`src/rtl/dma_stream_loader_if.sv`:
```
// Bundle of the command, stream and DMA write-port signals around dma_stream_loader.
// The master modport is the loader's view; the slave modport is the host/memory side.
interface dma_stream_loader_if;
  logic         cmd_valid;
  logic         cmd_ready;
  logic [1:0]   cmd_target;
  logic [14:0]  cmd_base;
  logic [15:0]  cmd_len;
  logic         s_valid;
  logic         s_ready;
  logic [31:0]  s_data;
  logic         dma_write_en;
  logic [1:0]   dma_target;
  logic [14:0]  dma_addr;
  logic [255:0] dma_wdata;
  logic         busy;
  logic         done;

  modport master (
    input  cmd_valid, cmd_target, cmd_base, cmd_len, s_valid, s_data,
    output cmd_ready, s_ready, dma_write_en, dma_target, dma_addr, dma_wdata, busy, done
  );

  modport slave (
    output cmd_valid, cmd_target, cmd_base, cmd_len, s_valid, s_data,
    input  cmd_ready, s_ready, dma_write_en, dma_target, dma_addr, dma_wdata, busy, done
  );
endinterface

```
`src/rtl/dma_stream_loader.sv`:
```
// Streaming DMA initiator: packs 8 x 32-bit stream words into 256-bit lines and
// issues one single-cycle write per line at base + line index (15-bit wrap).
module dma_stream_loader (
  input  logic                clk,
  input  logic                reset,
  dma_stream_loader_if.master bus
);
  typedef enum logic [1:0] {
    IDLE  = 2'd0,
    RECV  = 2'd1,
    WRITE = 2'd2,
    DONE  = 2'd3
  } state_t;

  state_t       state;
  state_t       state_next;
  logic [2:0]   idx;
  logic [15:0]  line_cnt;
  logic [15:0]  len;
  logic [14:0]  base;
  logic [1:0]   target;
  logic [223:0] pack;
  logic [14:0]  addr;
  logic [255:0] wdata;
  logic         accept;
  logic         word_take;
  logic         line_full;
  logic [15:0]  line_cnt_inc;

  assign accept       = (state == IDLE) && bus.cmd_valid;
  assign word_take    = (state == RECV) && bus.s_valid;
  assign line_full    = (idx == 3'd7);
  assign line_cnt_inc = line_cnt + 16'd1;

  always_ff @(posedge clk) begin
    if (reset) state <= IDLE;
    else       state <= state_next;
  end

  always_comb begin
    state_next = state;
    case (state)
      IDLE: begin
        if (bus.cmd_valid) state_next = (bus.cmd_len == 16'd0) ? DONE : RECV;
      end
      RECV: begin
        if (bus.s_valid && line_full) state_next = WRITE;
      end
      WRITE: begin
        state_next = (line_cnt_inc == len) ? DONE : RECV;
      end
      DONE: begin
        state_next = IDLE;
      end
      default: state_next = IDLE;
    endcase
  end

  always_comb begin
    bus.cmd_ready    = 1'b0;
    bus.s_ready      = 1'b0;
    bus.dma_write_en = 1'b0;
    bus.busy         = 1'b1;
    bus.done         = 1'b0;
    case (state)
      IDLE: begin
        bus.cmd_ready = 1'b1;
        bus.busy      = 1'b0;
      end
      RECV:  bus.s_ready      = 1'b1;
      WRITE: bus.dma_write_en = 1'b1;
      DONE:  bus.done         = 1'b1;
      default: bus.busy = 1'b0;
    endcase
  end

  assign bus.dma_target = target;
  assign bus.dma_addr   = addr;
  assign bus.dma_wdata  = wdata;

  // addr/wdata load on the 8th word so they are stable for the whole WRITE cycle
  // and hold afterwards; lanes 0..6 collect in a separate buffer.
  always_ff @(posedge clk) begin
    if (reset) begin
      idx      <= 3'd0;
      line_cnt <= 16'd0;
      len      <= 16'd0;
      base     <= 15'd0;
      target   <= 2'd0;
      pack     <= '0;
      addr     <= 15'd0;
      wdata    <= '0;
    end else begin
      if (accept) begin
        target   <= bus.cmd_target;
        base     <= bus.cmd_base;
        len      <= bus.cmd_len;
        idx      <= 3'd0;
        line_cnt <= 16'd0;
      end
      if (word_take) begin
        idx <= idx + 3'd1;
        if (line_full) begin
          addr  <= base + line_cnt[14:0];
          wdata <= {bus.s_data, pack};
        end else begin
          for (int i = 0; i < 7; i++) begin
            if (idx == 3'(i)) pack[32*i +: 32] <= bus.s_data;
          end
        end
      end
      if (state == WRITE) line_cnt <= line_cnt_inc;
    end
  end
endmodule

```
`src/flat_wrapper.sv`:
```
// flat-port wrapper written by rule: the top's interface ports become plain ports
module dma_stream_loader_flat 
  (clk, reset, bus_cmd_valid, bus_cmd_target, bus_cmd_base, bus_cmd_len, bus_s_valid, bus_s_data, bus_cmd_ready, bus_s_ready, bus_dma_write_en, bus_dma_target, bus_dma_addr, bus_dma_wdata, bus_busy, bus_done);
  dma_stream_loader_if bus_i ();
  input  logic clk;
  input  logic reset;
  input wire logic [$bits(bus_i.cmd_valid)-1:0] bus_cmd_valid;
  input wire logic [$bits(bus_i.cmd_target)-1:0] bus_cmd_target;
  input wire logic [$bits(bus_i.cmd_base)-1:0] bus_cmd_base;
  input wire logic [$bits(bus_i.cmd_len)-1:0] bus_cmd_len;
  input wire logic [$bits(bus_i.s_valid)-1:0] bus_s_valid;
  input wire logic [$bits(bus_i.s_data)-1:0] bus_s_data;
  output wire logic [$bits(bus_i.cmd_ready)-1:0] bus_cmd_ready;
  output wire logic [$bits(bus_i.s_ready)-1:0] bus_s_ready;
  output wire logic [$bits(bus_i.dma_write_en)-1:0] bus_dma_write_en;
  output wire logic [$bits(bus_i.dma_target)-1:0] bus_dma_target;
  output wire logic [$bits(bus_i.dma_addr)-1:0] bus_dma_addr;
  output wire logic [$bits(bus_i.dma_wdata)-1:0] bus_dma_wdata;
  output wire logic [$bits(bus_i.busy)-1:0] bus_busy;
  output wire logic [$bits(bus_i.done)-1:0] bus_done;
  assign bus_i.cmd_valid = bus_cmd_valid;
  assign bus_i.cmd_target = bus_cmd_target;
  assign bus_i.cmd_base = bus_cmd_base;
  assign bus_i.cmd_len = bus_cmd_len;
  assign bus_i.s_valid = bus_s_valid;
  assign bus_i.s_data = bus_s_data;
  assign bus_cmd_ready = bus_i.cmd_ready;
  assign bus_s_ready = bus_i.s_ready;
  assign bus_dma_write_en = bus_i.dma_write_en;
  assign bus_dma_target = bus_i.dma_target;
  assign bus_dma_addr = bus_i.dma_addr;
  assign bus_dma_wdata = bus_i.dma_wdata;
  assign bus_busy = bus_i.busy;
  assign bus_done = bus_i.done;
  dma_stream_loader u_core (.clk(clk), .reset(reset), .bus(bus_i));
endmodule
```
`config.mk`:
```
export PLATFORM = sky130hd
export DESIGN_NAME = dma_stream_loader_flat
export DESIGN_NICKNAME = d
export VERILOG_FILES = /design/src/rtl/dma_stream_loader_if.sv /design/src/rtl/dma_stream_loader.sv /design/src/flat_wrapper.sv
export SDC_FILE = /design/constraint.sdc
export NUM_CORES = 1
export LEC_CHECK = 0
export ABC_AREA = 1
export CAP_MARGIN = 30
export CORE_AREA = 2 2 188 375
export DETAILED_ROUTE_END_ITERATION = 10
export DIE_AREA = 0 0 190 377
export PLACE_DENSITY = 0.51
export SLEW_MARGIN = 10
export SYNTH_ARGS = -nofsm -noshare
export SYNTH_HDL_FRONTEND = slang
export SYNTH_SLANG_ARGS = --single-unit
```
`constraint.sdc`:
```
create_clock -name clk -period 2.3 [get_ports clk]
set_clock_uncertainty 0.05 [all_clocks]
set_input_delay 0.575 -clock clk [delete_from_list [all_inputs] [get_ports clk]]
set_output_delay 0.575 -clock clk [all_outputs]
set_load 0.005 [all_outputs]
```
Word level (Yosys, flattened, before mapping) --
Index checks and enable logic that the tools add are counted.
Storage, ports and cells: flip-flop bits (word level) 549, bits in latches 0, memory bits (writable) 0, ROM bits 0, input bits 69, output and inout port bits 278, logic and storage cells 63, memories kept 0
Operators by class: add/subtract/negate cells 3, multiply operators 0, divide/modulo/power cells 0, magnitude comparators 0, equal/unequal tests 13, shifts and indexed selects 0, mux-type cells 14, bitwise logic cells 1, reduce and logical (&&, ||, !) cells 17
Operators with widths (number):
- 2-to-1 mux 16 bit | 2
- AND reduction 3 bit | 7
- adder 16 x 1 -> 16 bit (second input constant) | 1
- equality test 16 bit | 1
- logical NOT 16 bit | 1
- adder 15 bit | 1
- equality test 3 bit (second input constant) | 4
- 2-to-1 mux 2 bit | 4
- one-hot mux 2 bit (4 select lines) | 1
- equality test 3 x 2 -> 1 bit (second input constant) | 2
- 2-to-1 mux 3 bit | 2
- 2-to-1 mux 1 bit | 5
- equality test 2 bit (second input constant) | 2
- != test 2 bit (second input constant) | 2
- AND reduction 2 bit | 2
- nonzero test 2 bit | 2
- adder 3 x 1 -> 3 bit (second input constant) | 1
- equality test 3 x 1 -> 1 bit (second input constant) | 1
- logical AND 1 bit | 3
- logical NOT 3 bit | 1
- equality test 2 x 1 -> 1 bit (second input constant) | 1
- logical NOT 2 bit | 1
- inverter 1 bit | 1

Logic depth before layout (Yosys ltp) --
Gate-level depths: netlist (run 1).
depth in word-level cells 4, gate-level depth with buffers 13, gate-level depth less buffers 13

Worst setup path after synthesis (run 1) --
No wires, ideal clock.
path kind register to register, start reg u_core.line_cnt[0], end reg u_core.addr[10] (netlist: u_core.bus.dma_addr[10]), setup time 56 ps, arrival 1904 ps, required time 2194 ps, path slack 290 ps, cell stages (with the launch flop) 14, cell sequence dfxtp_1 ha_1 inv_1 fa_1 nand3b_1 nand2_1 a21boi_0 o21ai_0 nand2_1 nand2_1 a21oi_1 o21ai_0 nand2_1 inv_1
Between the ends: word-level cells in the longest chain between the ends 1
RTL lines:
- from (decl) | RTL line dma_stream_loader.sv:18 | logic [15:0] line_cnt;
- from (signal assigned) | RTL line dma_stream_loader.sv:112 | if (state == WRITE) line_cnt <= line_cnt_inc;
- adder 15 bit | RTL line dma_stream_loader.sv:104 | addr <= base + line_cnt[14:0];
- to (signal assigned) | RTL line dma_stream_loader.sv:104
- to (decl) | RTL line dma_stream_loader.sv:23 | logic [14:0] addr;
No other way between the ends. A chain may end at the register's enable or synchronous reset.

Worst setup path in the final report (run 1) --
start reg u_core.state[1], end out bus_busy
Between the ends: word-level cells in the longest chain between the ends 2
RTL lines:
- from (decl) | RTL line dma_stream_loader.sv:15 | state_t state;
- from (signal assigned) | RTL line dma_stream_loader.sv:37 | else state <= state_next;
- logical NOT 2 bit | RTL line dma_stream_loader.sv:65 | case (state)
- 2-to-1 mux 1 bit | RTL line dma_stream_loader.sv:65
- to (decl) | RTL line flat_wrapper.sv:19 | output wire logic [$bits(bus_i.busy)-1:0] bus_busy;
No other way between the ends.

==> results_dict.tcl, run 1 <==
set metrics [dict create \
    grt_max_degree 91 \
    final_antenna_net_count 0 \
    insertion_delay_ps 620 \
    ys_seq_area_frac 0.535 \
    numPortBuffers 346 \
    switching_share 0.240 \
    dieArea_um2 71600 \
    rr_endpoint "u_core.bus.dma_addr[8]" \
    htreeDepth 2 \
    reg2reg_from "u_core.base[0]" \
    netlist.area_leader.share 0.535 \
    die-width_um 190 \
    final_common_cell "nor2_1" \
    worst-r2r-cell-count 11 \
    synthCells 2690 \
    grt_overflow 0 \
    dp_hpwl_um 55100 \
    p_seq_frac 0.493 \
    ys_warn_count 0 \
    arrival_ps 1600 \
    clk_pin_slew_ps 60 \
    placedInstanceArea_um2 25600 \
    avgSynthCellArea_um2 7.63 \
    area_growth_pct 33.0 \
    power.density_nw_per_um2 721 \
    synth-xor-area-share 0.00555 \
    synth.distinct_cells 36 \
    hold_start "u_core.pack[105]" \
    hold_viol 0 \
    fin_cells 3952 \
    syn-num-nets 2781 \
    yosys.area_share.simple 0.217 \
    antenna_found_initial 1 \
    final_nets 3105 \
    io_pins 347 \
    required_ps 1670 \
    numCtsBuffers 51 \
    num_rows 136 \
    final_cell_mix "929 x nor2_1, 547 x dfxtp_1, 481 x o21ai_0, 343 x clkdlybuf4s50_1, 115 x nand2_1" \
    fin_area_um2 27300 \
    cts_sinks 549 \
    synthTopCellsByArea "dfxtp_1 54%, nor2_1 17%, o21ai_0 12%" \
    critical_path_peak_fanout 4 \
    drt_wl_total_um 79400 \
    p_comb_frac 0.058 \
    min_path_cells 2 \
    clockBufferDepth 3 \
    synth_top_cell_by_area "dfxtp_1" \
    ys_ff_latch 549 \
    peakVddDrop_v 0.000626 \
    drtIter0Drc 989 \
    p_clk_frac 0.449 \
    post_drt_wl_per_cell_um 20.1 \
    die_h_um 377 \
    place_congestion 0.854 \
    worst_slew_pin_slew_ps 638 \
    finalSetupViolCount 0 \
    switching_power_mw 4.73 \
    vias_per_cell 4.77 \
    maxSlewHeadroom 0.574 \
    initial_core_util 0.299 \
    holdWs_ps 403 \
    dp_cells 3856 \
    drtPass1Iterations 5 \
    fmax_mhz 449 \
    via_count 18800 \
    power.leakage_nw 11.9 \
    r2r_slack_ps 130 \
    cts_tree "built" \
    fin_crit_sh 0.968 \
    layout-drive-gt1-share 0.0825 \
    synth_adder_area_share 0.0138 \
    maxCapViolations 0 \
    finalCriticalPeriod_ps 2230 \
    hp-class "flop to flop" \
    status "complete, no violations" \
    intPower_mw 15.0 \
    slew_viol_final 0 \
    synth_top_family_by_area "simple AND/OR/NAND/NOR gates" \
    grt_setup_unrepaired "false" \
    setup_tns_ps 0 \
    crit_path_end_kind "output port" \
    clockRootBuffer "clkbuf_16" \
    whs_endpoint "u_core.pack[105]" \
    synth_area_um2 20500 \
    start_kind "flop" \
    grt_pass1_vias 18600 \
    grt_pass1_wl_um 117000 \
    grtUsageTotal 0.217 \
    core_area_um2 68600 \
    synthMuxAreaShare 0 \
    synth_compound_area_frac 0.163 \
    criticalPathCategory "flop to output port" \
    drc_errors 0 \
]
## worst max-delay path by stage
stage,startpoint,endpoint,slack (ps),cells after the start
6_report,u_core.state[1],bus_busy,70,3
5_1_grt,u_core.state[1],bus_busy,9,3
4_1_cts,u_core.state[1],bus_busy,-30,3
3_5_place_dp,bus_s_valid,u_core.bus.dma_wdata[21],-100,9
3_3_place_gp,bus_s_valid,u_core.bus.dma_wdata[21],-120,9
2_1_floorplan,u_core.line_cnt[0],u_core.bus.dma_addr[10],290,13
## per-stage QoR
stage,power (mW),setup WS (ps),util
after floorplan,10.4,290,-
after global placement,11.1,-120,0.373
after detailed placement,11.1,-101,0.373
after CTS,20.0,-30.0,0.398
after global routing,20.4,8.65,0.398
final,19.7,74.7,0.398
## layout make-up
type	instances	area [um2]
antenna	1	2.50
clock buffer	67	1460
clock inverter	26	270
fill	7051	41300
inverter	111	432
multi-input combinational	1826	8230
sequential	549	11000
tap	897	1120
timing repair buffer	475	4810
## kinds of logic (layout without fill, tap and decap cells)
kind of cell               after synthesis  after routing
xor gates and xnor gates                13             13
adders and majority gates               22             22
other                                    0              1
DFF                                    549            549
and+or+nand+nor                       1128           1128
AOI/OAI and AO/OA                      663            663
buffers and inverters                  315            679
## layer usage
layer  GRT usage  vias to the layer above  wire (um)
met3      0.0400                      115       4450
met4      0.0955                        0       3530
met1       0.253                     8847      32300
met2       0.384                      572      39100
li1            -                     9308          -
met5           0                        -          0
## registers in the layout (all words and copies together), names as in the netlist
signal,flops
u_core.bus.dma_addr,15
u_core.line_cnt,16
u_core.base,15
u_core.state,2
u_core.pack,224
u_core.len,16
u_core.idx,3
u_core.bus.dma_wdata,256
u_core.bus.dma_target,2
## repair_timing
item / in CTS / in global routing
buffers inserted: 0 / 2
hold buffers: 0 / 0
pin swaps: 0 / 1
cloned: 0 / 0
gates resized for setup: 8 / 6
setup endpoints to repair: 5 / 6
## power groups by stage
stage	sequential (mW)	clock [mW]	combinational, mW
2_1_floorplan	9.90	0	0.510
3_3_place_gp	9.92	0	1.15
3_5_place_dp	9.92	0	1.16
4_1_cts	9.71	9.09	1.16
5_1_grt	9.71	9.40	1.23
6_report	9.71	8.83	1.15
## Yosys cell counts (all sizes together)
| cell type | number |
|---|---|
| nor2 | 936 |
| dfxtp | 549 |
| o21ai | 541 |
| nand2 | 119 |
| a21oi | 114 |
| inv | 109 |
| clkbuf | 108 |
| buf | 96 |
| nand3 | 47 |
| ha | 21 |
| nand4 | 9 |
| xor2 | 9 |
| nor4 | 8 |
| nor3 | 4 |
| xnor2 | 4 |
| o21bai | 3 |
| or2 | 3 |
| a211oi | 2 |
| clkinv | 2 |
| nand3b | 2 |
| a21boi | 1 |
| a21o | 1 |
| fa | 1 |
| o211ai | 1 |
## worst max-delay path, cell delays in order, from the launching register on
cell             delay [ps]
dfxtp_4                 380
nor2_2                   50
inv_2                    70
clkdlybuf4s50_1         500
Note: power is estimated with default switching activity, not from simulation.
==> run 2, diff against run 1 <==
--- a/config.mk
+++ b/config.mk
@@ -11,7 +11,8 @@
 export DETAILED_ROUTE_END_ITERATION = 10
 export DIE_AREA = 0 0 190 377
 export PLACE_DENSITY = 0.51
-export SLEW_MARGIN = 10
+export SETUP_SLACK_MARGIN = 0.05
+export SLEW_MARGIN = 20
 export SYNTH_ARGS = -nofsm -noshare
 export SYNTH_HDL_FRONTEND = slang
 export SYNTH_SLANG_ARGS = --single-unit
==> run 2 against run 1 <==
Against the previous run: sequential cell count is the same; die area is the same; routed wire length is essentially flat; final area is essentially flat; global-route usage is the same; via count shrank 0.11%; register-to-register slack gained 60 ps; utilization is essentially flat; worst setup slack gained 14 ps; largest cell class unchanged.
==> results_dict.tcl, run 2 (synthesis gave the netlist of run 1 again) <==
set metrics [dict create \
    status "complete, no violations" \
    finalCriticalPeriod_ps 2210 \
    criticalPathCategory "flop to output port" \
    path_delay_family "buffers and inverters" \
    drtPass1Iterations 7 \
    num_rows 136 \
    die-width_um 190 \
    dieArea_um2 71600 \
    final_common_cell "nor2_1" \
    insertion_delay_ps 620 \
    arrival_ps 1590 \
    maxCapViolations 0 \
    finalSetupViolCount 0 \
    grt_pass1_wl_um 117000 \
    crit_path_end_kind "output port" \
    via_count 18800 \
    fin_area_um2 27300 \
    maxSlewHeadroom 0.569 \
    drc_errors 0 \
    hp-class "flop to flop" \
    placedInstanceArea_um2 25600 \
    io_pins 347 \
    cp_num_buf_inv 1 \
    initial_core_util 0.299 \
    final_nets 3104 \
    antenna_found_initial 1 \
    power.leakage_nw 11.9 \
    final_cell_mix "928 x nor2_1, 544 x dfxtp_1, 481 x o21ai_0, 341 x clkdlybuf4s50_1, 115 x nand2_1" \
    start_kind "flop" \
    critPathMaxStageDelay_ps 540 \
    final_util 0.398 \
    dp_hpwl_um 55100 \
    die_h_um 377 \
    fin_crit_sh 0.962 \
    largest_register_ffs 256 \
    place_congestion 0.854 \
    slew_viol_final 0 \
    peakVddDrop_v 0.000625 \
    cts_tree "built" \
    hold_viol 0 \
    grt_pass1_vias 18600 \
    worst_slew_pin_slew_ps 646 \
    clockRootBuffer "clkbuf_16" \
    drt_wl_total_um 79400 \
    vias_per_cell 4.76 \
    crit_chain "clkdlybuf4s50_1" \
    critPathSlowestCell "clkdlybuf4s50_1" \
    layout-drive-gt1-share 0.0839 \
    post_drt_wl_per_cell_um 20.1 \
    dpl_worst_slack_ps -101 \
    critical_path_peak_fanout 2 \
    setup_ws_ps 88.3 \
    grt_overflow 0 \
    clk_pin_slew_ps 70 \
    holdBufCountCts 0 \
    required_ps 1670 \
    drtIter0Drc 975 \
    grtUsageTotal 0.217 \
    htreeDepth 2 \
    cts_sinks 549 \
    numCtsBuffers 51 \
    grt_setup_unrepaired "false" \
    grt_max_degree 91 \
    power.density_nw_per_um2 720 \
    numPortBuffers 346 \
    fmax_mhz 452 \
    final_antenna_net_count 0 \
    setup_tns_ps 0 \
    core_area_um2 68600 \
    area_growth_pct 33.1 \
    clockBufferDepth 3 \
]
-- run 2: cell count changes in the layout (fill, tap and decap cells not counted), sizes merged --
cell,delta
dlygate4sd2,+2
buf,-1
clkdlybuf4s50,-2
-- run 2: path summary, 6_finish.rpt --
path | startpoint | slack (ps) | depth (start not counted) | endpoint
setup / recovery | u_core.bus.dma_wdata[214] | 90 | 1 | bus_dma_wdata[214]
hold / removal | u_core.pack[105] | 400 | 2 | u_core.pack[105]
hold reg to reg | u_core.pack[105] | 400 | 2 | u_core.pack[105]
setup reg to reg | u_core.base[0] | 190 | 11 | u_core.bus.dma_addr[8]
-- run 2: layout make-up --
class	count	area, um2
Inverter	111	434
Clock inverter	26	270
Fill cell	7056	41200
Multi-Input combinational cell	1826	8240
Clock buffer	67	1460
Tap cell	897	1120
Antenna cell	1	2.50
Sequential cell	549	11000
Timing Repair Buffer	474	4800
-- run 2: power by group --
group          total, mW  switching (mW)  internal (mW)  leakage (nW)
Clock               8.83            3.91           4.92         0.853
Combinational       1.14           0.744          0.398          6.61
Sequential          9.71          0.0782           9.63          4.43
-- run 2: tightest hold or removal path, stage by stage, from the launching register on --
cell	delay [ps]
dfxtp_1	300
inv_1	60
a21oi_1	50
-- run 2: metal layers --
metal  global-route usage  vias up  wire length (um)
met5                    0        -                 0
met4               0.0955        0              3570
met3               0.0400      120              4400
met2                0.384      550             39200
met1                0.253     8853             32300
li1                     -     9299                 -
-- run 2: repair_timing --
item                                    4_1_cts  5_1_grt
gates cloned                                  0        0
endpoints found under the setup margin        9        8
pin swaps                                     1        1
buffers inserted                              1        0
gates resized for setup                      13       11
-- run 2: stage by stage --
| stage | power (mW) | std cells | hold WS, ps |
|---|---|---|---|
| after floorplan | 10.4 | 2690 | 380 |
| after global placement | 11.1 | 3856 | 387 |
| after detailed placement | 11.1 | 3856 | 394 |
| after CTS | 20.0 | 3950 | 403 |
| after global routing | 20.3 | 3950 | 417 |
| final | 19.7 | 3951 | 403 |
==> run 3, diff against run 2 <==
--- a/config.mk
+++ b/config.mk
@@ -7,10 +7,10 @@
 export LEC_CHECK = 0
 export ABC_AREA = 1
 export CAP_MARGIN = 30
-export CORE_AREA = 2 2 188 375
+export CORE_AREA = 2 2 143 284
 export DETAILED_ROUTE_END_ITERATION = 10
-export DIE_AREA = 0 0 190 377
-export PLACE_DENSITY = 0.51
+export DIE_AREA = 0 0 145 286
+export PLACE_DENSITY = 0.8
 export SETUP_SLACK_MARGIN = 0.05
 export SLEW_MARGIN = 20
 export SYNTH_ARGS = -nofsm -noshare
==> run 3 against run 2 <==
Against the previous run: worst hold slack improved by 0.69 ps; sequential power barely moved; total power fell by 4.2%; routed wire length fell by 12%; non-clock buffer count fell by 24; utilization rose by 27 points; combinational power fell by 11%; fmax fell by 0.42%; final cell count fell by 10%; clock power fell by 7.9%; critical endpoint is now bus_busy.
==> results_dict.tcl, run 3 (synthesis gave the netlist of run 1 again) <==
set metrics [dict create \
    status "complete, no violations" \
    crit_path_end_kind "output port" \
    grtUsageTotal 0.320 \
    fin_crit_sh 0.966 \
    p_comb_frac 0.054 \
    finalSetupViolCount 0 \
    worst_slew_pin_slew_ps 727 \
    maxCapViolations 0 \
    final_common_cell "nor2_1" \
    start_kind "flop" \
    hold_start "u_core.pack[100]" \
    largest_register_ffs 256 \
    setup_tns_ps 0 \
    grt_overflow 0 \
    initial_core_util 0.522 \
    grt_max_degree 91 \
    post_drt_wl_per_cell_um 19.7 \
    place_congestion 0.944 \
    area_growth_pct 28.8 \
    r2r_slack_ps 110 \
    switching_power_mw 4.31 \
    die_h_um 286 \
    p_clk_frac 0.431 \
    die-width_um 145 \
    multiInputGateArea_um2 8240 \
    min_path_cells 2 \
    switching_share 0.229 \
    worst-r2r-cell-count 9 \
    hold_viol 0 \
    htreeDepth 2 \
    dp_hpwl_um 47200 \
    final_cell_mix "927 x nor2_1, 543 x dfxtp_1, 480 x o21ai_0, 344 x clkdlybuf4s50_1" \
    clk_pin_slew_ps 70 \
    p_seq_frac 0.515 \
    clockBufferDepth 3 \
    io_pins 347 \
    num_rows 103 \
    fillers 3187 \
    antenna_cells 0 \
    dpl_worst_slack_ps -138 \
    cts_sinks 549 \
    drtPass1Iterations 7 \
    holdWs_ps 403 \
    hp-class "flop to flop" \
    numPortBuffers 346 \
    whs_endpoint "u_core.pack[100]" \
    reg2reg_from "u_core.idx[1]" \
    setup_ws_ps 78.9 \
    intPower_mw 14.5 \
    holdBufCountCts 0 \
    arrival_ps 1600 \
    required_ps 1670 \
    seq_area_um2 11000 \
    rr_endpoint "u_core.bus.dma_wdata[170]" \
    drtIter0Drc 1671 \
    grt_pass1_wl_um 104000 \
    cts_tree "built" \
    drc_errors 0 \
    slew_viol_final 0 \
    layout-drive-gt1-share 0.0736 \
    power.leakage_nw 11.7 \
    drt_wl_total_um 69600 \
    power.density_nw_per_um2 713 \
    grt_setup_unrepaired "false" \
    insertion_delay_ps 570 \
    numCtsBuffers 46 \
    final_nets 3075 \
    criticalPathCategory "flop to output port" \
    core_area_um2 39300 \
    dieArea_um2 41500 \
    finalCriticalPeriod_ps 2220 \
    maxSlewHeadroom 0.514 \
    critical_path_peak_fanout 4 \
    grt_pass1_vias 18900 \
    final_antenna_net_count 0 \
    clockRootBuffer "clkbuf_16" \
    via_count 19600 \
    fmax_mhz 450 \
    peakVddDrop_v 0.000707 \
    vias_per_cell 5.52 \
    antenna_found_initial 0 \
]
run 3: cell count changes in the layout (fill, tap and decap cells not counted), sizes merged:
cell and delta:
clkdlybuf4s50 +3, clkinv -3, inv +2, diode -1, clkbuf -8, bufinv +2, clkinvlp -3, buf -26
dlygate4sd2 -3
run 3: per-layer routing:
metal	vias up	global-route usage	share of wire
li1	9212	-	-
met1	9132	0.355	0.36
met2	975	0.560	0.49
met3	246	0.0448	0.070
met4	0	0.229	0.082
met5	-	0	0
run 3: what timing repair did:
action | in CTS | in global routing
gates resized for setup | 11 | 19
pin swaps | 0 | 3
cloned | 0 | 2
setup buffers | 1 | 0
setup endpoints to repair | 6 | 221
run 3: how the worst max path moves through the flow:
stage	startpoint	to	slack (ps)
floorplan	u_core.line_cnt[0]	u_core.bus.dma_addr[10]	290
CTS	u_core.state[0]	bus_s_ready	60
finish	u_core.state[1]	bus_busy	80
global route	u_core.state[1]	bus_busy	50
detailed placement	bus_s_valid	u_core.pack[137]	-140
global placement	bus_s_valid	u_core.pack[130]	-130
run 3: metrics by stage:
| stage | util | power [mW] | area, um2 | cells |
|---|---|---|---|---|
| 2_1_floorplan | - | 10.4 | 20500 | 2690 |
| 3_3_place_gp | 0.631 | 10.9 | 24800 | 3458 |
| 3_5_place_dp | 0.631 | 10.9 | 24800 | 3458 |
| 4_1_cts | 0.670 | 18.9 | 26300 | 3540 |
| 5_1_grt | 0.673 | 19.3 | 26500 | 3542 |
| 6_report | 0.673 | 18.9 | 26500 | 3542 |
run 3: critical path, stage by stage, from the launching register on:
cell             delay, ps
dfxtp_4                380
nor2_2                  60
inv_2                   90
clkdlybuf4s50_1        510
run 3: power by group through the flow:
stage,Clock (mW),Combinational [mW],Sequential [mW]
final,8.13,1.02,9.71
after global routing,8.53,1.09,9.71
after CTS,8.18,1.00,9.70
after detailed placement,0,0.992,9.92
after global placement,0,0.980,9.91
after floorplan,0,0.510,9.90
run 3: cell type report:
type,count,area share
Inverter,111,0.0163
Timing Repair Buffer,450,0.173
Clock buffer,57,0.0474
Sequential cell,549,0.416
Tap cell,525,0.0248
Multi-Input combinational cell,1826,0.312
Clock inverter,24,0.0107
